[config.mk]
export PLATFORM = sky130hd
export DESIGN_NAME = div64by32_seq
export DESIGN_NICKNAME = d
export VERILOG_FILES = /design/src/rtl/div64by32_seq.sv
export SDC_FILE = /design/constraint.sdc
export NUM_CORES = 1
export LEC_CHECK = 0
export ABC_CLOCK_PERIOD_IN_PS = 24700
export CORE_AREA = 2 2 151 153
export DETAILED_ROUTE_END_ITERATION = 12
export DIE_AREA = 0 0 153 155
export GPL_ROUTABILITY_DRIVEN = 0
export PLACE_DENSITY = 0.87
export SLEW_MARGIN = 20
export SYNTH_ARGS = -nofsm -noshare
export SYNTH_HDL_FRONTEND = slang
export SYNTH_SLANG_ARGS = --single-unit
[constraint.sdc]
create_clock -name clk -period 24.7 [get_ports clk]
set_input_delay 4.94 -clock clk [delete_from_list [all_inputs] [get_ports clk]]
set_output_delay 4.94 -clock clk [all_outputs]
set_load 0.005 [all_outputs]
[src/rtl/div64by32_seq.sv]
// div64by32_seq: sequential unsigned divider, 2W-bit dividend by W-bit divisor.
// Restoring radix-2 datapath producing one quotient bit per DIV cycle.
// Handshake: start is a request that is only honoured in IDLE (the accepting
// edge latches a/b); busy covers CHECK, DIV and DONE; done is a one-cycle pulse
// in DONE, and the registered results/flags are valid from that cycle until
// the next accepted start. There is no back-pressure and no request queuing.
module div64by32_seq #(
   parameter int W = 32
) (
   input  logic           clk,
   input  logic           reset,
   input  logic           start,
   input  logic [2*W-1:0] a,
   input  logic [W-1:0]   b,
   output logic           busy,
   output logic           done,
   output logic [W-1:0]   quotient,
   output logic [W-1:0]   remainder,
   output logic           div_by_zero,
   output logic           overflow,
   output logic [1:0]     dbg_state
);

   localparam int CW = (W > 1) ? $clog2(W) : 1;

   typedef enum logic [1:0] {
      IDLE  = 2'd0,
      CHECK = 2'd1,
      DIV   = 2'd2,
      DONE  = 2'd3
   } state_t;

   state_t         state;
   state_t         state_next;
   logic           accept;

   logic [2*W-1:0] a_r;
   logic [W-1:0]   b_r;
   logic [W-1:0]   rem;
   logic [W-1:0]   qsh;
   logic [CW-1:0]  cnt;

   logic [W:0]     trial;
   logic           trial_ge;
   logic [W-1:0]   diff;
   logic [W-1:0]   rem_next;
   logic [W-1:0]   qsh_next;

   assign dbg_state = state;

   // One restoring step: shift in the next dividend bit and try to subtract.
   // rem < b_r always holds, so when trial >= b_r the difference fits in W bits
   // and the low W bits of a W-bit subtraction are exact.
   always_comb begin
      trial    = {rem, qsh[W-1]};
      trial_ge = (trial >= {1'b0, b_r});
      diff     = trial[W-1:0] - b_r;
      rem_next = trial_ge ? diff : trial[W-1:0];
      qsh_next = {qsh[W-2:0], trial_ge};
   end

   // State register; asynchronous reset abandons any operation in flight.
   always_ff @(posedge clk or posedge reset) begin
      if (reset) state <= IDLE;
      else       state <= state_next;
   end

   // Next-state decode plus busy/done, which follow the state directly.
   always_comb begin
      state_next = state;
      accept     = 1'b0;
      busy       = 1'b0;
      done       = 1'b0;
      case (state)
         IDLE: begin
            if (start) begin
               accept     = 1'b1;
               state_next = CHECK;
            end
         end
         CHECK: begin
            busy = 1'b1;
            if (b_r == '0 || a_r[2*W-1:W] >= b_r) state_next = DONE;
            else                                  state_next = DIV;
         end
         DIV: begin
            busy = 1'b1;
            if (cnt == '0) state_next = DONE;
         end
         DONE: begin
            busy       = 1'b1;
            done       = 1'b1;
            state_next = IDLE;
         end
         default: state_next = IDLE;
      endcase
   end

   // Operand capture, error screening, iteration and result registers.
   always_ff @(posedge clk or posedge reset) begin
      if (reset) begin
         a_r         <= '0;
         b_r         <= '0;
         rem         <= '0;
         qsh         <= '0;
         cnt         <= '0;
         quotient    <= '0;
         remainder   <= '0;
         div_by_zero <= 1'b0;
         overflow    <= 1'b0;
      end else begin
         case (state)
            IDLE: begin
               if (accept) begin
                  a_r         <= a;
                  b_r         <= b;
                  rem         <= '0;
                  qsh         <= '0;
                  cnt         <= '0;
                  quotient    <= '0;
                  remainder   <= '0;
                  div_by_zero <= 1'b0;
                  overflow    <= 1'b0;
               end
            end
            CHECK: begin
               if (b_r == '0) begin
                  div_by_zero <= 1'b1;
                  quotient    <= '1;
                  remainder   <= a_r[W-1:0];
               end else if (a_r[2*W-1:W] >= b_r) begin
                  // High half already >= divisor: quotient cannot fit in W bits.
                  overflow    <= 1'b1;
                  quotient    <= '1;
                  remainder   <= '0;
               end else begin
                  rem <= a_r[2*W-1:W];
                  qsh <= a_r[W-1:0];
                  cnt <= CW'(W - 1);
               end
            end
            DIV: begin
               rem <= rem_next;
               qsh <= qsh_next;
               if (cnt == '0) begin
                  quotient  <= qsh_next;
                  remainder <= rem_next;
               end else begin
                  cnt <= cnt - 1'b1;
               end
            end
            default: ;
         endcase
      end
   end

endmodule

==> results.txt, run 1 <==
# hold bufs at CTS: 0
Site row count: 55
# resized after CTS: 0
Setup bufs post-CTS: 0
Most used DFF post-synth: dfrtp_1
Least-Margin Pin Slew: 1.08 ns
Synthesized area: 0.0133 mm2
Worst Setup End Kind: flip-flop
CP dominant cell by count: buf_4
FF+latch count, synth: 233
Final WL: 37.7 mm
WP data required: 25.12 ns
PwrDens: 165 mW/mm2
Vias per inst: 6.41
RR Startpoint: b_r[13]
Comb pwr share: 58.3%
EDFF count, synth: 0
Power share of the clock group: 15.2%
Syn Area/Cell: 9.47 um2
RR Endpoint: rem[24]
Seq pwr share: 26.5%
Fillers: 1533
Initial antenna violation count: 0
Hold EP: quotient[17]
Num CTS Buffers: 25
DP HPWL: 26.7 mm
I/O pin total: 169
Power Internal: 1.41 mW
Register clock-pin slew on the reported worst setup and hold paths: 0.06 ns
HP Class: flip-flop to flip-flop
Post-route ant nets: 0
Top Layer Used: met4
DR pass1 iterations: 8
Critical Path Fanout Max: 95
R2R cell count: 12
Total net switching power: 1.22 mW
Worst reg2reg setup slack: 20.39 ns
Seq/Total Area, Yosys: 43.9%
GRT overflow: 0
Die W: 153 um
Final nets: 1698
Worst-Skew Late Latency: 0.53 ns
Vias in the first global route: 11400
Clock Path Buffers: 3
H-tree Lvls: 1
TritonCTS clock tree: built
Die area: 0.0237 mm2
Most common library cell in the layout ignoring fill and taps: dfrtp_1
Critical path data arrival time: 7.74 ns
Cells after synthesis: 1404
Period utilization: 29.6%
Routed wire per std cell: 20.6 um
Hold Violations, Final: 0
P_leak: 7.07 nW
Die Ht: 155 um
Clk_skew: 0.0180 ns
Area growth, synth to finish: 20.0%
# clock sinks: 233
Global-route wire length before repair: 60.7 mm
Synth cell types: 75
Ys async rst share: 100%
Warnings, synthesis: 0
Fmax: 137 MHz
Final setup fails: 0
Cell chain of the critical path: clkdlybuf4s50_1 > nor2b_1 > o21bai_1 > a211o_2 > buf_4 > nor2_1 > buf_4 > a211oi_1
Max stage delay cell, worst path: buf_4
Met1 WL: 14.8 mm
Critical path's top delay family: buffers and inverters
Slew HR: 28.2%
Maximum vdd drop: 133 uV
Sw frac: 46.5%
WL met3: 3.56 mm
CP Class: input pin to flip-flop
First-iteration detailed-routing DRC count: 1365
Largest net degree at the start of global routing: 105
DRC errors left: 0
Share of layout cells above drive strength 1: 12.5%
WL met2: 17.2 mm
Max-slew violation count: 0
CORE AREA: 0.0222 mm2
Max incr delay on CP: 0.70 ns
Status: finished, final reports clean
Setup TNS: 0 ns
Final core area utilization: 71.8%
Worst hold start: quotient[17]
Net Count, Synth: 1575
Worst setup SP type: input pin
Global Route Usage Sum: 31.7%
# diodes: 0
Crit path time final: 7.32 ns
Max_cap viols: 0
Hold depth: 2
RSZ-0062 raised after global routing: false
Worst setup path startpoint: start
I/O Buffers: 168
Clock root cell: clkbuf_16
Starting density of the core: 59.8%
Commonest non-fill, non-tap cells in the layout: dfrtp_1 (233), clkdlybuf4s50_1 (168), nand2_1 (150)
Via count: 11700
Worst Path Buf+Inv: 3
final cells by class:
class / count / area, um2 / area share, %
tap: 285 / 357 / 2.23
clock inverter: 12 / 198 / 1.24
inverter: 100 / 383 / 2.40
sequential: 233 / 5830 / 36.5
timing repair buffer: 183 / 1790 / 11.2
clock buffer: 31 / 668 / 4.19
multi-input combinational: 984 / 6730 / 42.2
synthesized netlist by cell type (all sizes together) (10+ instances only):
cell type,number,area share [%]
ha,71,6.7
a21oi,87,3.3
nor4,14,0.71
a31oi,30,1.4
dfrtp,233,44
mux2,108,9.3
buf,36,1.6
a21o,40,2.3
o21ai,139,5.2
nand3,47,1.8
nor2,73,2.1
xnor2,13,0.86
nand2,153,4.4
inv,99,2.8
o31ai,19,1.1
nor3,13,0.53
clkbuf,51,1.4
xor2,10,0.66
nand4,13,0.61
a211oi,33,2.1
o211ai,14,0.87
power by group through the flow:
stage,Clock [mW],Sequential (mW),Combinational [mW]
global placement,0,0.690,1.42
global route,0.421,0.708,1.67
floorplan,0,0.629,1.13
finish,0.400,0.696,1.53
detailed placement,0,0.693,1.48
CTS,0.403,0.690,1.50
metal layers:
metal | GRT usage, % | vias up
met3 | 5.26 | 125
li1 | - | 5282
met4 | 15.9 | 0
met5 | 0 | -
met2 | 50.5 | 684
met1 | 42.4 | 5633
worst max-delay path by stage:
stage	slack [ns]	to	cells past startpoint
after detailed placement	16.97	remainder[0]	8
after global placement	17.15	remainder[17]	8
after CTS	17.48	remainder[0]	8
after floorplan	13.37	a_r[0]	1
after global routing	17.25	remainder[0]	8
final	17.38	remainder[1]	8
metrics by stage:
step	worst slack (ns)	total power, mW	instances	instance area, um2	hold slack [ns]
global placement	17.15	2.11	1785	15100	0.466
finish	17.38	2.63	1828	16000	0.479
global route	17.25	2.80	1828	16000	0.503
floorplan	13.37	1.76	1404	13300	0.457
CTS	17.48	2.59	1828	16000	0.482
detailed placement	16.97	2.17	1785	15100	0.469
registers in the layout (all words and copies together) (netlist names):
signal	count
dbg_state	2
b_r	32
a_r	64
qsh	32
div_by_zero	1
remainder	32
quotient	32
overflow	1
rem	32
cnt	5
cell families after synthesis:
| logic type | after synthesis | share of synthesized area (%) |
|---|---|---|
| flops | 233 | 43.9 |
| simple gates | 351 | 11.9 |
| mux | 113 | 9.66 |
| fa+ha+maj | 72 | 6.83 |
| xor+xnor | 23 | 1.52 |
| compound gates | 425 | 20.4 |
| buf+inv | 187 | 5.83 |
worst min-delay path: cells and delay by family, from the launching register on:
kind / cells / cell delay (ns)
compound gates: 1 / 0.05
flops: 1 / 0.34
simple gates: 1 / 0.05
Note: power is estimated with default switching activity, not from simulation.
==> run 2, diff against run 1 <==
==> config.mk (replaced) <==
export PLATFORM = sky130hd
export DESIGN_NAME = div64by32_seq
export DESIGN_NICKNAME = d
export VERILOG_FILES = /design/src/rtl/div64by32_seq.sv
export SDC_FILE = /design/constraint.sdc
export NUM_CORES = 1
export LEC_CHECK = 0
export ABC_CLOCK_PERIOD_IN_PS = 5900
export CORE_AREA = 2 2 165 167
export DETAILED_ROUTE_END_ITERATION = 12
export DIE_AREA = 0 0 167 169
export GPL_ROUTABILITY_DRIVEN = 0
export PLACE_DENSITY = 0.77
export SLEW_MARGIN = 20
export SYNTH_ARGS = -nofsm -noshare
export SYNTH_HDL_FRONTEND = slang
export SYNTH_SLANG_ARGS = --single-unit
==> constraint.sdc (replaced) <==
create_clock -name clk -period 5.9 [get_ports clk]
set_input_delay 1.18 -clock clk [delete_from_list [all_inputs] [get_ports clk]]
set_output_delay 1.18 -clock clk [all_outputs]
set_load 0.005 [all_outputs]
==> run 2 against run 1 <==
  * Worst hold slack got worse by 0.0028 ns
  * Non-clock buffer count increased by 2
  * Utilization is 11 points lower
  * Power increased to 4.2 times the previous value
==> results.txt, run 2 (synthesis results as in run 1) <==
Least-Margin Pin Slew: 1.06 ns
TritonCTS clock tree: built
P_leak: 7.08 nW
Crit path time final: 4.09 ns
Fillers: 2205
Register clock-pin slew on the reported worst setup and hold paths: 0.06 ns
Vias in the first global route: 11100
Commonest non-fill, non-tap cells in the layout: dfrtp_1 (233), clkdlybuf4s50_1 (168), nand2_1 (150)
I/O pin total: 169
DR pass1 iterations: 5
WP data required: 6.30 ns
Global-route wire length before repair: 61.0 mm
Clock root cell: clkbuf_16
Global Route Usage Sum: 27.1%
DRC errors left: 0
Final std cells w/o fill: 1886
Status: finished, final reports clean
Most common library cell in the layout ignoring fill and taps: dfrtp_1
Max FFs per register: 64
Dpl cells: 1842
# resized after CTS: 0
Num CTS Buffers: 26
Critical Path Fanout Max: 27
Worst Setup End Kind: flip-flop
Final WL: 38.3 mm
Slew HR: 29.6%
Setup bufs post-CTS: 0
HP Class: flip-flop to flip-flop
First-iteration detailed-routing DRC count: 1517
Share of layout cells above drive strength 1: 12.4%
Hold EP: quotient[18]
Max_cap viols: 0
Worst-Skew Late Latency: 0.55 ns
Starting density of the core: 50.2%
Routed wire per std cell: 20.3 um
Site row count: 60
Clk_skew: 0.0124 ns
Maximum vdd drop: 407 uV
Initial antenna violation count: 2
Setup TNS: 0 ns
Area growth, synth to finish: 20.8%
CORE AREA: 0.0265 mm2
Die W: 167 um
Max-slew violation count: 0
Worst setup SP type: flip-flop
DP HPWL: 27.5 mm
GRT overflow: 0
Clock Path Buffers: 3
Final nets: 1701
CP Class: flip-flop to flip-flop
Die area: 0.0282 mm2
Vias per inst: 6.03
Final setup fails: 0
Via count: 11400
R2R cell count: 11
RR Startpoint: b_r[22]
RR Endpoint: rem[11]
Critical path data arrival time: 4.50 ns
Largest net degree at the start of global routing: 179
Hold depth: 2
Die Ht: 169 um
Post-route ant nets: 0
I/O Buffers: 168
Largest Register: a_r
Post-route cell area: 0.0161 mm2
PwrDens: 686 mW/mm2
# hold bufs at CTS: 0
H-tree Lvls: 1
Worst reg2reg setup slack: 1.81 ns
Worst hold start: quotient[18]
Hold Violations, Final: 0
# clock sinks: 233
Period utilization: 69.4%
Fmax: 244 MHz
Placed cell areas: 0.0152 mm2
RSZ-0062 raised after global routing: false
-- run 2: power by group --
part	internal, mW	total, mW	switching [mW]
Clock	1.03	1.69	0.659
Sequential	2.27	2.92	0.649
Combinational	2.62	6.41	3.79
Total	5.92	11.0	5.10
-- run 2: area by class of cell --
cell class	instances	area [um2]	area share (%)
Multi-Input combinational cell	984	6730	41.9
Clock inverter	6	141	0.880
Sequential cell	233	5830	36.3
Clock buffer	36	728	4.53
Timing Repair Buffer	185	1830	11.4
Inverter	100	379	2.36
Antenna cell	1	2.50	0.0156
Tap cell	341	427	2.66
-- run 2: worst max path at each step --
stage / to / from / slack (ns)
after floorplan: a_r[0] / reset / 1.67
after global placement: rem[16] / b_r[18] / 1.97
after detailed placement: remainder[11] / b_r[18] / 1.94
after CTS: rem[16] / b_r[18] / 1.93
after global routing: remainder[2] / b_r[13] / 1.58
final: rem[11] / b_r[22] / 1.81
-- run 2: critical path, stage by stage (launching register included) --
cell,delay (ns)
dfrtp_1,0.38
inv_1,0.08
ha_1,0.43
nand3_1,0.29
or4_1,0.57
nor4_1,0.46
o31a_2,0.24
or2_1,0.41
buf_4,0.45
mux2_4,0.33
nand2_1,0.18
a31oi_1,0.12
-- run 2: metal layers --
layer | wire, um | share of wire, % | vias up | global-route usage (%)
li1 | - | - | 5275 | -
met1 | 15800 | 41 | 5463 | 37.4
met2 | 17300 | 45 | 540 | 41.9
met3 | 3200 | 8.4 | 93 | 4.82
met4 | 1940 | 5.1 | 2 | 12.6
met5 | 13 | 0.034 | - | 0
-- run 2: stage by stage --
step | setup slack (ns) | utilization, % | hold WS [ns] | power, mW
2_1_floorplan | 1.67 | - | 0.457 | 7.37
3_3_place_gp | 1.97 | 57.3 | 0.462 | 8.94
3_5_place_dp | 1.94 | 57.3 | 0.465 | 9.16
4_1_cts | 1.93 | 60.6 | 0.478 | 10.9
5_1_grt | 1.58 | 60.6 | 0.496 | 11.8
6_report | 1.81 | 60.6 | 0.476 | 11.0
==> variant, RTL diff (settings of run 2) <==
Put one more register stage on the output `quotient`, cleared by the reset. The value now appears one clock later. The other outputs are not delayed to match. Comments in the files are not updated.
--- a/src/rtl/div64by32_seq.sv
+++ b/src/rtl/div64by32_seq.sv
@@ -31,2 +31,4 @@
    } state_t;
+
+   logic [W-1:0] quotient_s0;
 
@@ -106,3 +108,3 @@
          cnt         <= '0;
-         quotient    <= '0;
+         quotient_s0 <= '0;
          remainder   <= '0;
@@ -119,3 +121,3 @@
                   cnt         <= '0;
-                  quotient    <= '0;
+                  quotient_s0 <= '0;
                   remainder   <= '0;
@@ -128,3 +130,3 @@
                   div_by_zero <= 1'b1;
-                  quotient    <= '1;
+                  quotient_s0 <= '1;
                   remainder   <= a_r[W-1:0];
@@ -133,3 +135,3 @@
                   overflow    <= 1'b1;
-                  quotient    <= '1;
+                  quotient_s0 <= '1;
                   remainder   <= '0;
@@ -145,3 +147,3 @@
                if (cnt == '0) begin
-                  quotient  <= qsh_next;
+                  quotient_s0 <= qsh_next;
                   remainder <= rem_next;
@@ -156,2 +158,10 @@
 
+   always_ff @(posedge clk or posedge reset) begin
+      if (reset) begin
+         quotient <= '0;
+      end else begin
+         quotient <= quotient_s0;
+      end
+   end
+
 endmodule
Formal check against the unedited RTL: not equivalent (Yosys sat finds a counterexample within 4 cycles, from zero or initial values and one cycle with reset high).
==> variant against run 2 <==
Sequential power rose by 8.6%; maximum frequency fell by 5.7%; cell count fell by 3.9%; synthesized cell count fell by 5.5%; largest power group unchanged; synthesized area rose by 4.2%; setup slack got worse by 0.25 ns; wire length fell by 6.5%; worst hold slack got worse by 0.10 ns; cell area rose by 4.0%; power fell by 5.5%; sequential cell count rose by 32; via count fell by 3.4%.
==> variant: results (changes against run 2) <==
| Metric | Value |
|---|---|
| Clock-cell share of area | 5.69% (+0.27 points) |
| Ant diodes | 0 (-1) |
| Share of synthesized area spent on multiplexers | 10.1% (+0.45 points) |
| Net Count, Synth | 1498 (-4.9%) |
| Overall via count from detail_route | 11000 (-3.4%) |
| Avg WL per Cell | 19.8 µm (-2.7%) |
| Layout Cells excl Fill | 1813 (-3.9%) |
| NonClk Buf Share | 10.8% (-0.52 points) |
| Met2 Resource Use GR | 39.3% (-2.7 points) |
| Gr usage total | 25.2% (-2.0 points) |
| Number of fill cells | 2168 (-1.7%) |
| Final HPWL DP | 25100 µm (-8.8%) |
| Top cells by count, synth | dfrtp_1, nand2_1, mux2_2, a21oi_1, o31ai_1 |
| Multi-input gate area | 6680 µm² (-0.76%) |
| Area contributors post-synth | dfrtp_1, mux2_2, ha_1 |
| Met2 WL | 16100 µm (-7.0%) |
| Critical path's slowest cell | or3_1 |
| Multi-In Gates | 920 (-6.5%) |
| Status | completed |
| Flop2flop setup slack | 1.56 ns (-0.25 ns) |
| Peak supply drop | 0.319 mV (-22%) |
| Layout cell share with drive strength beyond 1 | 12.4% (-0.071 points) |
| CP delay by family, top | compound AO/OA/AOI/OAI gates |
| Xor/xnor cell area share of the yosys netlist | 1.58% (+0.065 points) |
| Layout clock buffers | 41 (+14%) |
| Post-synth cell types | 72 (-4.0%) |
| Nets | 1622 (-4.6%) |
| Fraction of area in multi-input gates | 40.0% (-1.9 points) |
| Initial antenna violation count | 0 (-2) |
| Reg2reg path depth | 12 (+1) |
| Largest net degree at the start of global routing | 104 (-42%) |
| Fraction of area in registers | 39.7% (+3.4 points) |
| Critical path's largest stage delay | 0.95 ns (+0.38 ns) |
| Fin crit share | 73.5% (+4.2 points) |
| Grt met3 use | 3.81% (-1.0 points) |
| Layout Skew | 0.00978 ns (-0.00267 ns) |
| Synth Area in Adders | 6.55% (-0.28 points) |
| Wire length on met3 | 2420 µm (-24%) |
| DRT iter0 DRCs | 1034 (-32%) |
| Area fraction in compound gates after synthesis | 20.0% (-0.40 points) |
[variant: worst min-delay path by stage]
stage                                startpoint                endpoint  slack, ns  depth (start not counted)
finish               quotient_s0[6]$_DFFE_PP0P_   quotient[6]$_DFF_PP0_       0.37                          0
global route         quotient_s0[6]$_DFFE_PP0P_   quotient[6]$_DFF_PP0_       0.38                          0
CTS                  quotient_s0[6]$_DFFE_PP0P_   quotient[6]$_DFF_PP0_       0.37                          0
detailed placement   quotient_s0[1]$_DFFE_PP0P_   quotient[1]$_DFF_PP0_       0.36                          0
global placement    quotient_s0[19]$_DFFE_PP0P_  quotient[19]$_DFF_PP0_       0.36                          0
floorplan            quotient_s0[0]$_DFFE_PP0P_   quotient[0]$_DFF_PP0_       0.35                          0
[variant: power by group through the flow]
stage               sequential [W]  clock [W]  combinational (W)
detailed placement         0.00318          0            0.00534
CTS                        0.00316    0.00182            0.00538
global placement           0.00316          0            0.00519
global route               0.00325    0.00191            0.00596
floorplan                  0.00293          0            0.00404
finish                     0.00317    0.00179            0.00544
